`config.mk`:
```
export PLATFORM = sky130hd
export DESIGN_NAME = uart_rx_fifo
export DESIGN_NICKNAME = d
export VERILOG_FILES = /design/src/rtl/uart_rx_fifo_pkg.sv /design/src/rtl/sync_fifo.sv /design/src/rtl/uart_rx_fifo.sv
export SDC_FILE = /design/constraint.sdc
export NUM_CORES = 1
export LEC_CHECK = 0
export CAP_MARGIN = 20
export CORE_UTILIZATION = 42
export CTS_CLUSTER_DIAMETER = 50
export DETAILED_ROUTE_END_ITERATION = 12
export MAX_ROUTING_LAYER = met4
export PLACE_DENSITY = 0.75
export SYNTH_ARGS = -nofsm -noshare
export SYNTH_HDL_FRONTEND = slang
export SYNTH_SLANG_ARGS = --single-unit
```
`constraint.sdc`:
```
create_clock -name clk -period 2.5 [get_ports clk]
set_clock_uncertainty 0.1 [all_clocks]
set_input_delay 0.5 -clock clk [delete_from_list [all_inputs] [get_ports clk]]
set_output_delay 0.5 -clock clk [all_outputs]
set_load 0.05 [all_outputs]
```
`src/rtl/uart_rx_fifo_pkg.sv`:
```
// Register map, bit positions and address decode shared by the UART receive FIFO
// and the rest of the SoC.
package uart_rx_fifo_pkg;

  localparam logic [3:0] OFF_DATA   = 4'h0;
  localparam logic [3:0] OFF_STATUS = 4'h4;
  localparam logic [3:0] OFF_CTRL   = 4'h8;

  localparam int ST_NOT_EMPTY = 0;
  localparam int ST_FULL      = 1;
  localparam int ST_OVERFLOW  = 2;
  localparam int ST_BREAK     = 3;
  localparam int ST_COUNT_LSB = 8;

  localparam int CTRL_RX_EN  = 0;
  localparam int CTRL_IRQ_EN = 1;
  localparam int CTRL_FLUSH  = 2;

  typedef enum logic [1:0] {
    REG_NONE,
    REG_DATA,
    REG_STATUS,
    REG_CTRL
  } reg_sel_e;

  // Only the upper 28 bits select the window; unmapped offsets decode to nothing.
  function automatic reg_sel_e decode_reg(input logic [31:0] addr, input logic [31:0] base);
    reg_sel_e sel;
    sel = REG_NONE;
    if (addr[31:4] == base[31:4]) begin
      case (addr[3:0])
        OFF_DATA:   sel = REG_DATA;
        OFF_STATUS: sel = REG_STATUS;
        OFF_CTRL:   sel = REG_CTRL;
        default:    sel = REG_NONE;
      endcase
    end
    return sel;
  endfunction

endpackage

```
`src/rtl/sync_fifo.sv`:
```
// Single-clock FIFO with a combinational head-of-queue output and a synchronous flush.
module sync_fifo #(
  parameter int WIDTH = 8,
  parameter int DEPTH = 8,
  localparam int AW = $clog2(DEPTH)
) (
  input  logic             clk,
  input  logic             rst_n,
  input  logic             flush,
  input  logic             push,
  input  logic             pop,
  input  logic [WIDTH-1:0] wdata,
  output logic [WIDTH-1:0] rdata,
  output logic [AW:0]      count,
  output logic             full,
  output logic             empty
);

  logic [WIDTH-1:0] mem [DEPTH];
  logic [AW-1:0]    wr_ptr_reg;
  logic [AW-1:0]    rd_ptr_reg;
  logic [AW:0]      count_reg;
  logic             do_push;
  logic             do_pop;

  assign empty = (count_reg == '0);
  assign full  = (count_reg == (AW+1)'(DEPTH));
  assign count = count_reg;
  assign rdata = empty ? '0 : mem[rd_ptr_reg];

  // A pop frees the slot in the same cycle, so a full FIFO still accepts a push.
  assign do_pop  = pop & ~empty & ~flush;
  assign do_push = push & (~full | do_pop) & ~flush;

  always_ff @(posedge clk) begin
    if (do_push) begin
      mem[wr_ptr_reg] <= wdata;
    end
  end

  always_ff @(posedge clk or negedge rst_n) begin
    if (!rst_n) begin
      wr_ptr_reg <= '0;
      rd_ptr_reg <= '0;
      count_reg  <= '0;
    end else if (flush) begin
      wr_ptr_reg <= '0;
      rd_ptr_reg <= '0;
      count_reg  <= '0;
    end else begin
      if (do_push) wr_ptr_reg <= wr_ptr_reg + 1'b1;
      if (do_pop)  rd_ptr_reg <= rd_ptr_reg + 1'b1;
      case ({do_push, do_pop})
        2'b10:   count_reg <= count_reg + 1'b1;
        2'b01:   count_reg <= count_reg - 1'b1;
        default: count_reg <= count_reg;
      endcase
    end
  end

endmodule

```
`src/rtl/uart_rx_fifo.sv`:
```
// Memory-mapped receive FIFO for a UART: DATA pops the head, STATUS reports fill
// level and sticky error flags, CTRL holds enables and the flush strobe.
module uart_rx_fifo
  import uart_rx_fifo_pkg::*;
#(
  parameter logic [31:0] BASE_ADDR = 32'h4000_0000,
  parameter int          DEPTH     = 8,
  localparam int AW = $clog2(DEPTH)
) (
  input  logic        clk,
  input  logic        rst_n,
  input  logic        uart_rx_valid,
  input  logic [7:0]  uart_rx_data,
  input  logic        uart_rx_break,
  output logic        uart_rx_en,
  input  logic [31:0] mem_addr,
  input  logic [31:0] mem_wdata,
  input  logic        mem_we,
  input  logic        mem_re,
  output logic [31:0] mem_rdata,
  output logic        rx_irq
);

  reg_sel_e    reg_sel;
  logic        status_wr;
  logic        ctrl_wr;
  logic        re_match;
  logic        re_prev_reg;
  logic        pop_req;
  logic        push_req;
  logic        flush;
  logic        overflow_set;
  logic        overflow_reg;
  logic        break_reg;
  logic        rx_en_reg;
  logic        irq_en_reg;
  logic        rx_irq_reg;
  logic [7:0]  head_byte;
  logic [AW:0] fifo_count;
  logic        fifo_full;
  logic        fifo_empty;
  logic        unused_wdata;

  assign reg_sel   = decode_reg(mem_addr, BASE_ADDR);
  assign status_wr = mem_we & (reg_sel == REG_STATUS);
  assign ctrl_wr   = mem_we & (reg_sel == REG_CTRL);

  // The core may hold mem_re for several cycles; only the rising edge pops.
  assign re_match = mem_re & (reg_sel == REG_DATA);
  assign pop_req  = re_match & ~re_prev_reg;

  assign push_req     = uart_rx_valid & ~uart_rx_break;
  assign flush        = ctrl_wr & mem_wdata[CTRL_FLUSH];
  assign overflow_set = push_req & fifo_full & ~pop_req;

  sync_fifo #(
    .WIDTH(8),
    .DEPTH(DEPTH)
  ) u_fifo (
    .clk   (clk),
    .rst_n (rst_n),
    .flush (flush),
    .push  (push_req),
    .pop   (pop_req),
    .wdata (uart_rx_data),
    .rdata (head_byte),
    .count (fifo_count),
    .full  (fifo_full),
    .empty (fifo_empty)
  );

  always_ff @(posedge clk or negedge rst_n) begin
    if (!rst_n) begin
      re_prev_reg  <= 1'b0;
      overflow_reg <= 1'b0;
      break_reg    <= 1'b0;
      rx_en_reg    <= 1'b1;
      irq_en_reg   <= 1'b0;
      rx_irq_reg   <= 1'b0;
    end else begin
      re_prev_reg <= re_match;
      // Set events take priority over a same-cycle write-one-to-clear.
      overflow_reg <= overflow_set |
                      (overflow_reg & ~(status_wr & mem_wdata[ST_OVERFLOW]));
      break_reg    <= uart_rx_break |
                      (break_reg & ~(status_wr & mem_wdata[ST_BREAK]));
      if (ctrl_wr) begin
        rx_en_reg  <= mem_wdata[CTRL_RX_EN];
        irq_en_reg <= mem_wdata[CTRL_IRQ_EN];
      end
      rx_irq_reg <= irq_en_reg & (~fifo_empty | overflow_reg | break_reg);
    end
  end

  always_comb begin
    mem_rdata = '0;
    case (reg_sel)
      REG_DATA: mem_rdata = {24'b0, head_byte};
      REG_STATUS: begin
        mem_rdata[ST_COUNT_LSB +: 8] = 8'(fifo_count);
        mem_rdata[ST_BREAK]          = break_reg;
        mem_rdata[ST_OVERFLOW]       = overflow_reg;
        mem_rdata[ST_FULL]           = fifo_full;
        mem_rdata[ST_NOT_EMPTY]      = ~fifo_empty;
      end
      REG_CTRL: begin
        mem_rdata[CTRL_IRQ_EN] = irq_en_reg;
        mem_rdata[CTRL_RX_EN]  = rx_en_reg;
      end
      default: mem_rdata = '0;
    endcase
  end

  assign uart_rx_en   = rx_en_reg;
  assign rx_irq       = rx_irq_reg;
  assign unused_wdata = ^mem_wdata[31:4];

endmodule
```
# Word-level counts from Yosys, hierarchy flattened
# Memory sizes are Yosys's and may differ from the RTL's.
# Cells that the tools add are included.
# classes
bitwise_logic	30
n_reduce_logical	5
n_mux	15
n_addsub	4
eq_ne	9
# op_table
op	n
== test 28 x 27 -> 1 bit, second input constant	1
AND 1 bit	17
2-to-1 mux 3 bit	4
2-to-1 mux 4 bit	3
case mux 2 bit (3 select lines)	2
== test 4 bit, second input constant	2
logical NOT 4 bit	2
2-to-1 mux 8 bit	1
inverter 1 bit	8
case mux 4 bit (2 select lines)	1
adder 3 x 1 -> 3 bit, second input constant	2
== test 2 bit, second input constant	3
OR 1 bit	5
adder 4 x 1 -> 4 bit, second input constant	1
== test 2 x 1 -> 1 bit, second input constant	2
== test 4 x 3 -> 1 bit, second input constant	1
case mux 2 bit (2 select lines)	1
nonzero test 2 bit	2
subtractor 4 x 1 -> 4 bit, second input constant	1
nonzero test 3 bit	1
2-to-1 mux 1 bit	2
2-to-1 mux 2 bit	1
# totals
input_bits	78
n_memories	1
ramBits	64
register_bits	16
# memory_table
memory	words	word_bits	read_ports	rd_ports_with_merged_regs	write_ports	line	rtl
u_fifo.mem	8	8	1	0	1	sync_fifo.sv:19	logic [WIDTH-1:0] mem [DEPTH];

# Depth between registers and ports, before layout
# Gate-level depths: netlist (run 1).
# logic_depth
word_depth	14
depth_mapped	14
depth_no_buf	14

# Hierarchy
# From an unflattened synthesis (run 1), not the netlist that was laid out.
# unflattened
hier_cells	259
hier_area_um2	3871.2
# by_module_without_submodules
mod	seq_area_each_um2	n_inst	cells_per_inst	area_each_um2
sync_fifo	2172.1	1	180	3208.1
uart_rx_fifo	151.4	1	79	663.1

# Least setup slack after synthesis (run 1)
# No wires, ideal clock.
# synth_timing
path_type	input port to output port
from	input port mem_addr[28]
to	output port mem_rdata[0]
cell_stages	9
t_required_ns	1.900
slack_ns	-0.811
t_arrival_ns	2.711
cell_sequence	nor4b_1 > nand4_1 > nor2_1 > nand2_1 > inv_1 > ha_1 > clkbuf_1 > a221oi_1 > nor3_1
# synth_via
elab_chain_len	4
# synth_rtl
element	line	rtl
start: declaration	uart_rx_fifo.sv:16	input logic [31:0] mem_addr,
== test 28 x 27 -> 1 bit (*)	uart_rx_fifo_pkg.sv:30	if (addr[31:4] == base[31:4]) begin
2-to-1 mux 2 bit (*)	uart_rx_fifo_pkg.sv:30	
== test 2 bit / == test 2 x 1 -> 1 bit (equally long branches)	uart_rx_fifo.sv:97	case (reg_sel)
case mux 2 bit (3 select lines) (*)	uart_rx_fifo.sv:97	
end: declaration	uart_rx_fifo.sv:20	output logic [31:0] mem_rdata,
# Every way passes the cells marked *; elsewhere a longest branch is shown, timed or not.

# Worst setup path in the final report (run 1)
# layout_timing
from	input port mem_addr[23]
to	register u_fifo.count_reg[3], in the netlist u_fifo.count[3]
# layout_via
elab_chain_len	13
# layout_rtl
element	line	rtl
== test 28 x 27 -> 1 bit (*)	uart_rx_fifo_pkg.sv:30	
2-to-1 mux 2 bit (*)	uart_rx_fifo_pkg.sv:30	
== test 2 x 1 -> 1 bit / == test 2 bit (equally long branches)	uart_rx_fifo.sv:49, uart_rx_fifo.sv:46	
AND 1 bit, on equally long branches	uart_rx_fifo.sv:49, uart_rx_fifo.sv:46	
AND 1 bit, on equally long branches	uart_rx_fifo.sv:50, uart_rx_fifo.sv:53	
AND 1 bit / inverter 1 bit (equally long branches)	sync_fifo.sv:32, sync_fifo.sv:33	
AND 1 bit	sync_fifo.sv:32	assign do_pop = pop & ~empty & ~flush;
OR 1 bit	sync_fifo.sv:33	assign do_push = push & (~full | do_pop) & ~flush;
AND 1 bit (2 in a row)	sync_fifo.sv:33	
== test 2 x 1 -> 1 bit / == test 2 bit (equally long branches)	sync_fifo.sv:53	case ({do_push, do_pop})
case mux 4 bit (2 select lines)	sync_fifo.sv:53	
2-to-1 mux 4 bit	sync_fifo.sv:46	end else if (flush) begin
end signal: assignment	sync_fifo.sv:54	2'b10: count_reg <= count_reg + 1'b1;
end signal: assignment	sync_fifo.sv:55	2'b01: count_reg <= count_reg - 1'b1;
end signal: assignment	sync_fifo.sv:56	default: count_reg <= count_reg;
end: declaration	sync_fifo.sv:22	logic [AW:0] count_reg;
# Marked as above.
# A chain may end at the register's enable or synchronous reset.

==> results of run 1 <==
worst max-delay path: stages:
cell	delay (ns)
buf_2	0.11
nor4_4	0.26
nand4_1	0.19
nor3_2	0.30
ha_2	0.25
and3b_2	0.19
and4_4	0.23
ha_4	0.22
o21ai_2	0.06
nand2b_1	0.06
mux2_4	0.26
or3_4	0.38
a21oi_2	0.11
final cells by class:
| cell class | count | share of cell area [%] |
|---|---|---|
| Tap cell | 105 | 2.37 |
| Inverter | 2 | 0.135 |
| Sequential cell | 80 | 41.9 |
| Clock buffer | 9 | 2.23 |
| Multi-Input combinational cell | 154 | 29.9 |
| Clock inverter | 7 | 1.53 |
| Timing Repair Buffer | 112 | 21.9 |
placed cells by master (no fill, tap or decap), types with 3 or more instances in the layout:
master           instances
mux4_2                  16
nor2_4                  16
buf_12                  20
inv_8                    3
xnor2_1                  3
buf_6                   22
clkdlybuf4s15_1          5
nor4_4                   6
clkbuf_8                 9
mux2_2                   3
clkbuf_2                 3
nor2_1                  11
dfrtp_1                 14
buf_4                   29
nand3_1                  3
and2_4                   5
mux2i_1                  9
a21oi_2                  4
buf_2                    9
xor2_1                   4
nand2b_1                 3
nand2_1                  6
clkdlybuf4s50_1         20
conb_1                  20
edfxtp_1                64
ha_2                     4
stage by stage:
step           hold slack [ns]  TNS [ns]  total power, mW
2_1_floorplan            0.104    -17.14             2.16
3_3_place_gp             0.408    -64.85             2.45
3_5_place_dp             0.415    -72.29             2.48
4_1_cts                  0.461    -16.02             3.51
5_1_grt                  0.499    -30.91             3.69
6_report                 0.458    -17.86             3.52
cells by family (layout without fill, tap and decap cells):
family	after synthesis	after routing	synth area share, %
adder cells (fa/ha/maj)	8	8	2.71
AO/OA/AOI/OAI	16	16	2.81
other	1	20	0.102
multiplexers	31	31	14.1
buffers and inverters	31	130	5.45
AND/OR/NAND/NOR	71	71	10.1
flip-flops	80	80	62.9
XOR/XNOR	8	8	1.90
routing by layer:
layer  track usage [%]  wire length, µm
met3              5.06              420
met2              36.4             4420
met1              23.9             3380
met4              5.22               69
met5                 -                0
worst min-delay path by stage:
| stage | to | slack [ns] | cells after the start |
|---|---|---|---|
| floorplan | break_reg$_DFF_PN0_ | 0.10 | 0 |
| global placement | overflow_reg$_DFF_PN0_ | 0.41 | 2 |
| detailed placement | break_reg$_DFF_PN0_ | 0.42 | 1 |
| CTS | overflow_reg$_DFF_PN0_ | 0.46 | 2 |
| global route | break_reg$_DFF_PN0_ | 0.50 | 1 |
| finish | overflow_reg$_DFF_PN0_ | 0.46 | 2 |
what timing repair did:
item,CTS,global route
endpoints found under the setup margin,86,85
setup buffers,7,6
hold buffers,0,0
pin swaps,30,26
resized for setup,129,34
cell usage after synthesis, types with 2 or more instances:
master / number / area share, %
edfxtp_1: 64 / 52
nor2_1: 27 / 2.7
buf_4: 20 / 4.1
mux4_2: 16 / 9.8
dfrtp_1: 15 / 10
mux2i_1: 11 / 3.0
ha_1: 8 / 2.7
nand2_1: 8 / 0.81
nor4_1: 6 / 1.0
a21oi_1: 5 / 0.68
clkbuf_1: 5 / 0.51
xor2_1: 5 / 1.2
and2_1: 4 / 0.68
nand3_1: 4 / 0.54
nor3_1: 4 / 0.54
mux2_2: 3 / 0.91
nand2b_1: 3 / 0.51
o21ai_0: 3 / 0.41
xnor2_1: 3 / 0.71
a221oi_1: 2 / 0.47
a31oi_1: 2 / 0.34
and2_2: 2 / 0.41
buf_2: 2 / 0.27
inv_1: 2 / 0.20
nand3b_1: 2 / 0.41
nand4_1: 2 / 0.34
nor4b_1: 2 / 0.47
or3_1: 2 / 0.34
power breakdown:
part           total (mW)  internal (mW)  switching [mW]
Clock                1.00          0.486           0.516
Sequential           1.69           1.59           0.105
Combinational       0.823          0.369           0.454
==> metrics.csv, run 1 <==
metric,value,unit
total gr overflow,0,
Die Width,95.8,µm
FF-to-FF Start,u_fifo.count[3]$_DFFE_PN0P_,
clk_lat worst skew,0.35,ns
status,"finished, violations left",
max cap viols,0,
crit path to,u_fifo.count[3]$_DFFE_PN0P_,
vias per cell,5.10,
core area,0.00838,mm²
ys flop type,edfxtp_1,
WL final,8280,µm
multi-input gate area in the final layout,0.00166,mm²
DRC errors left,0,
Area Overhead vs Synth,50.2,%
TritonCTS clock tree,done,
Initial Utilization,44.1,%
H-tree depth,3,
Syn. warnings,0,
CTS max path bufs,2,
post-layout min period,2.92,ns
"Core Util, Final",66.2,%
Pwr Density,633,mW/mm²
Final Max Tran Viols,0,
Root Buffer,clkbuf_8,
antenna-violating nets left,0,
Final Cycle Share,117,%
"Req. time, crit path",2.69,ns
FILL cells,556,
Num CTS Buffers,9,
max reg flops,64,
overall routing resource usage,20.7,%
Reg area,0.00232,mm²
failing checks,negative setup slack,
drt pass-1 iters,4,
vias in the first global route,2528,
fraction of registers with async set/reset,20.0,%
CP Max Fanout,3,
total clock sinks,80,
Cells after Synth,246,
antenna violations before repair,0,
Post-synth EDFFs,64,
sequential-to-total area share from yosys stat,62.9,%
largest net degree at the start of global routing,17,
Worst setup SP type,primary input,
r2r endpoint,u_fifo.count[3]$_DFFE_PN0P_,
final setup violation count,79,
Die H,95.8,µm
routed vias,2394,
CP endpoint kind,flip-flop,
die footprint,0.00917,mm²
worst hold path type,flip-flop to flip-flop,
# IOs,112,
Syn Area/Cell,15.0,µm²
Seq cells post-synth,80,
post-synthesis cell area,0.00369,mm²
"Reg clk slew, reported paths",0.09,ns
n_diodes,0,
CP Launch Point,mem_addr[23],
Nets,445,
placed cell areas,0.00506,mm²
pre-CTS setup slack,-1.07,ns
Final WS setup,-0.423,ns
Netlist cell types,42,
crit path kind,primary input to flip-flop,
critical hold path startpoint,overflow_reg$_DFF_PN0_,
RSZ-0062 raised after global routing,true,
Slew HR,49.3,%
Rows,33,
Port Buffer Count,63,
Iter 0 DRT Violations,158,
post-route insts no fill,469,
post-DP HPWL,5580,µm
Routed WL per cell,17.7,µm
fraction of layout cells with a size suffix above 1,49.7,%
achievable frequency,342,MHz
peak supply drop,0.000492,V
global-route wire length before repair,13100,µm
R2R cell count,7,
Cells after DPL,445,
Placer Congestion,0.837,
Slew @ Worst Pin,0.758,ns
leakage power,2.00,nW
Post-Layout Inst Area,0.00555,mm²
final hold vios,0,
Worst EP arrival,3.11,ns
slack of the worst reg-to-reg path,-0.02,ns
No activity file was read; power rests on OpenSTA's default activity.
==> run 2: changes to the inputs <==
- CORE_MARGIN: not set -> 10
- PLACE_DENSITY: 0.75 -> 0.74
- SKIP_CTS_REPAIR_TIMING: not set -> 1
==> metrics.csv, run 2 (synthesized netlist as in run 1, its figures left out) <==
metric,value,unit,change
post-DP HPWL,6100,µm,+9.4%
vias in the first global route,2562,,+1.3%
switching share of power,30.8,%,+0.23 points
final hold vios,0,,unchanged
Root Buffer,clkbuf_8,,
Final WS setup,-0.383,ns,+0.0391 ns
failing checks,negative setup slack,,
DR top layer,met4,,
Routed WL per cell,18.4,µm,+4.3%
overall routing resource usage,13.5,%,-7.2 points
max reg flops,64,,unchanged
WHS Path Cells,1,,-1
Nets,440,,-1.1%
n_diodes,0,,unchanged
die footprint,0.0129,mm²,+41%
R2R cell count,8,,+1
Die Width,114,µm,+19%
DRC errors left,0,,unchanged
Final Max Tran Viols,0,,unchanged
multi-input gate area in the final layout,0.00161,mm²,-3.0%
antenna-violating nets left,0,,unchanged
Clock power frac,25.9,%,-2.6 points
Slew @ Worst Pin,0.767,ns,+0.00887 ns
"Reg clk slew, reported paths",0.09,ns,about the same
cell-internal power,2.33,mW,-4.5%
net switching power,1.04,mW,-3.5%
Pwr Density,613,mW/mm²,-3.2%
Iter 0 DRT Violations,121,,-23%
H-tree depth,3,,unchanged
post-layout min period,2.88,ns,-0.0391 ns
Area Overhead vs Synth,48.7,%,
Flop pwr share,50.4,%,+2.3 points
Worst setup SP type,primary input,,
core area,0.00864,mm²,+3.0%
total gr overflow,0,,unchanged
leakage power,2.11,nW,+5.7%
Comb power frac,23.8,%,+0.4 points
DR WL met3,556,µm,+32%
post-route setup TNS,-10.67,ns,+7.19 ns
Final Cycle Share,115,%,-1.6 points
max cap viols,0,,unchanged
peak supply drop,0.000367,V,-25%
Met1 Routed Length,3790,µm,+12%
vias per cell,5.10,,about the same
routed vias,2382,,-0.50%
TritonCTS clock tree,done,,
final setup violation count,79,,unchanged
most frequent cells in the layout,"edfxtp_1 (64), buf_4 (30), dlymetal6s2s_1 (23)",,
Die H,114,µm,+19%
"most common cell after layout, fill and taps aside",edfxtp_1,,
Port Buffer Count,63,,unchanged
FILL cells,607,,+9.2%
WL final,8600,µm,+3.9%
CTS max path bufs,2,,unchanged
achievable frequency,347,MHz,+1.4%
Reg area,0.00232,mm²,unchanged
CP Max Fanout,3,,unchanged
Placer Congestion,0.836,,-0.11%
drt pass-1 iters,4,,unchanged
Slew HR,48.7,%,-0.59 points
Initial Utilization,42.8,%,-1.3 points
largest net degree at the start of global routing,17,,unchanged
status,"finished, violations left",,
total clock sinks,80,,unchanged
RSZ-0062 raised after global routing,true,,
CP endpoint kind,flip-flop,,
met2 WL,4190,µm,-5.1%
Worst EP arrival,3.06,ns,-0.05 ns
"Core Util, Final",63.6,%,-2.6 points
worst hold path type,flip-flop to flip-flop,,
Num CTS Buffers,9,,unchanged
fraction of layout cells with a size suffix above 1,42.3,%,-7.4 points
antenna violations before repair,0,,unchanged
clk_lat worst skew,0.35,ns,about the same
Rows,34,,+3.0%
crit path kind,primary input to flip-flop,,
# IOs,112,,unchanged
"Req. time, crit path",2.68,ns,about the same
global-route wire length before repair,13500,µm,+3.1%
[run 2: cell types whose count changed in the layout (fill, tap and decap cells not counted), sizes merged]
cell           before  now
buf                80   59
bufinv              1    0
clkbuf             12   14
clkdlybuf4s15       6    0
clkdlybuf4s50      20   21
clkinvlp            0    2
dlygate4sd2         2    0
dlymetal6s2s        1   23
inv                 7    5
[run 2: through the flow]
step / cells / cell area (µm²) / worst slack, ns / hold slack, ns / total power [mW]
after floorplan: 265 / 3980 / -0.484 / 0.104 / 2.16
after global placement: 448 / 5070 / -0.968 / 0.409 / 2.45
after detailed placement: 448 / 5070 / -1.06 / 0.420 / 2.48
after CTS: 464 / 5250 / -0.773 / 0.445 / 3.35
after global routing: 467 / 5490 / -0.511 / 0.457 / 3.54
final: 467 / 5490 / -0.383 / 0.447 / 3.37
[run 2: final timing paths]
path	slack, ns	endpoint	startpoint
max	-0.38	u_fifo.count[3]$_DFFE_PN0P_	mem_addr[16]
max reg2reg	-0.01	u_fifo.count[3]$_DFFE_PN0P_	u_fifo.count[0]$_DFFE_PN0P_
max in group asynchronous	1.28	u_fifo.rd_ptr_reg[0]$_DFFE_PN0P_	rst_n
min in group asynchronous	0.50	u_fifo.count[3]$_DFFE_PN0P_	rst_n
min	0.45	break_reg$_DFF_PN0_	break_reg$_DFF_PN0_
min reg2reg	0.45	break_reg$_DFF_PN0_	break_reg$_DFF_PN0_
[run 2: power by group through the flow]
stage / Sequential [mW] / Combinational (mW) / Clock, mW
6_report: 1.70 / 0.800 / 0.872
4_1_cts: 1.69 / 0.764 / 0.897
3_5_place_dp: 1.72 / 0.761 / 0
3_3_place_gp: 1.71 / 0.736 / 0
2_1_floorplan: 1.71 / 0.452 / 0
5_1_grt: 1.72 / 0.870 / 0.952
[run 2: critical path: stages]
cell and delay (ns):
buf_6 0.10, nor4_4 0.25, nand4_1 0.18, nor3_2 0.30, ha_2 0.24, and3b_1 0.18
and4_4 0.23, ha_4 0.21, o21ai_2 0.06, nand2b_1 0.07, mux2_4 0.25, or3_1 0.36
a21oi_1 0.14
[run 2: layout make-up]
class / count / area share, %
clock buffer: 10 / 2.32
timing repair buffer: 107 / 22.5
multi-input combinational: 154 / 29.3
clock inverter: 6 / 0.957
sequential: 80 / 42.3
tap: 108 / 2.46
inverter: 2 / 0.137
[run 2: metal layers]
metal / up-vias / GRT usage (%)
li1: 1115 / -
met5: - / -
met2: 80 / 21.2
met4: 0 / 3.51
met3: 9 / 3.94
met1: 1178 / 16.8
==> run 3: changes to the inputs <==
- CORE_UTILIZATION: 42 -> 50
- DONT_BUFFER_PORTS: not set -> 1
- PLACE_DENSITY: 0.74 -> 0.66
==> metrics.csv, run 3 (synthesized netlist as in run 1, its figures left out) <==
metric,value,unit,change
WL final,8280,µm,-3.8%
Routed WL per cell,20.3,µm,+10%
global-route wire length before repair,12500,µm,-7.1%
vias in the first global route,2240,,-13%
TritonCTS clock tree,done,,
total gr overflow,0,,unchanged
grt met3 use,5.98,%,+2.0 points
status,"finished, violations left",,
post-DP HPWL,6060,µm,-0.62%
Pwr Density,680,mW/mm²,+11%
DRC errors left,0,,unchanged
total clock sinks,80,,unchanged
clk_lat worst skew,0.34,ns,about the same
met2 Use GR,23.0,%,+1.8 points
Bufs and invs on worst path,2,,+1
Port Buffer Count,0,,-100%
antenna-violating nets left,0,,unchanged
antenna violations before repair,0,,unchanged
M1 GR Usage,17.3,%,+0.54 points
core area,0.00721,mm²,-16%
largest stage delay on the critical path,0.31,ns,-0.05 ns
"critical path, cell by cell",nor4_1 -> nand4_1 -> nor2_1 -> nand2_1 -> ha_2 -> buf_6 -> nand2_8 -> nor2_4 -> a221oi_4 -> nor2_4 -> buf_12,,
drt pass-1 iters,4,,unchanged
routed vias,2189,,-8.1%
overall routing resource usage,14.8,%,+1.3 points
Num CTS Buffers,9,,unchanged
RSZ-0062 raised after global routing,true,,
final setup violation count,78,,-1.3%
Worst setup SP type,primary input,,
Slew @ Worst Pin,0.742,ns,-0.0243 ns
"Req. time, crit path",1.90,ns,-0.78 ns
Nets,389,,-12%
achievable frequency,357,MHz,+2.9%
CP Max Fanout,4,,+1
H-tree depth,3,,unchanged
Initial Utilization,51.2,%,+8.4 points
Placer Congestion,0.804,,-3.8%
Rows,31,,-8.8%
Worst path most repeated cell,nor2_4,,
Die H,106,µm,-6.9%
Area Overhead vs Synth,34.6,%,
CP top delay family,simple AND/OR/NAND/NOR gates,,
max cap viols,0,,unchanged
CTS max path bufs,2,,unchanged
Iter 0 DRT Violations,119,,-1.7%
hold slack,0.142,ns,-0.306 ns
Slew HR,50.3,%,+1.6 points
"Reg clk slew, reported paths",0.09,ns,about the same
post-layout min period,2.80,ns,-0.0808 ns
Worst EP arrival,2.20,ns,-0.86 ns
Final WS setup,-0.303,ns,+0.0808 ns
failing checks,negative setup slack,,
Root Buffer,clkbuf_8,,
crit path kind,primary input to primary output,,
vias per cell,5.38,,+5.4%
Cells after DPL,381,,-15%
Final Max Tran Viols,0,,unchanged
CP max stage cell,nor4_1,,
die footprint,0.0112,mm²,-13%
peak supply drop,0.000541,V,+47%
largest net degree at the start of global routing,17,,unchanged
post-route insts no fill,407,,-13%
"most common cell after layout, fill and taps aside",edfxtp_1,,
leakage power,1.73,nW,-18%
final hold vios,0,,unchanged
max reg flops,64,,unchanged
n_diodes,0,,unchanged
worst hold path type,primary input to flip-flop,,
Final Cycle Share,112,%,-3.2 points
# IOs,112,,unchanged
fraction of layout cells with a size suffix above 1,48.4,%,+6.0 points
Die Width,106,µm,-6.9%
most frequent cells in the layout,"edfxtp_1 (64), buf_4 (23), conb_1 (20)",,
GRT busiest layer,met2,,
CP endpoint kind,primary output,,
## run 3: cell type report
cell class	count	area [µm²]
Clock buffer	9	124
Clock inverter	7	87.6
Fill cell	486	2240
Inverter	2	7.51
Multi-Input combinational cell	154	1640
Sequential cell	80	2320
Tap cell	99	124
Timing Repair Buffer	56	669
## run 3: where the power goes
part / total, mW / internal, mW / leakage, nW / switching (mW)
Combinational: 0.707 / 0.308 / 0.853 / 0.399
Clock: 0.979 / 0.480 / 0.0996 / 0.500
Sequential: 1.69 / 1.59 / 0.777 / 0.106
## run 3: path summary, 6_finish.rpt
check                           cells after the start                   startpoint  slack, ns                          endpoint
worst max-delay path                               11                 mem_addr[11]      -0.30                      mem_rdata[1]
worst min-delay path                                0              uart_rx_data[7]       0.14        u_fifo.mem[7][7]$_DFFE_PP_
worst max register to register                      7  u_fifo.count[3]$_DFFE_PN0P_       0.03       u_fifo.count[3]$_DFFE_PN0P_
worst min register to register                      1          break_reg$_DFF_PN0_       0.48               break_reg$_DFF_PN0_
max in group asynchronous                           1                        rst_n       1.27  u_fifo.wr_ptr_reg[1]$_DFFE_PN0P_
min in group asynchronous                           1                        rst_n       0.56  u_fifo.rd_ptr_reg[1]$_DFFE_PN0P_
## run 3: stage by stage
stage          util, %  setup WS [ns]  TNS [ns]  power, mW  cell area (µm²)
2_1_floorplan        -         -0.484    -17.14       2.16             3980
3_3_place_gp      61.4         -0.559    -29.01       2.33             4430
3_5_place_dp      61.4         -0.628    -32.97       2.35             4430
4_1_cts           64.3         -0.345     -8.37       3.32             4640
5_1_grt           68.9         -0.387    -17.21       3.53             4970
6_report          68.9         -0.303     -8.38       3.38             4970
## run 3: worst register-to-register path, stage by stage, from the launching register on
cell	delay, ns
dfrtp_1	0.43
or4_4	0.57
and4_4	0.22
ha_4	0.28
a31oi_1	0.08
mux2_4	0.27
or3_4	0.33
a21oi_2	0.13
## run 3: routing by layer
metal,up-vias,share of wire (%)
met5,-,0
met3,9,8.6
met4,0,0.85
met1,1080,40
li1,1008,-
met2,92,51
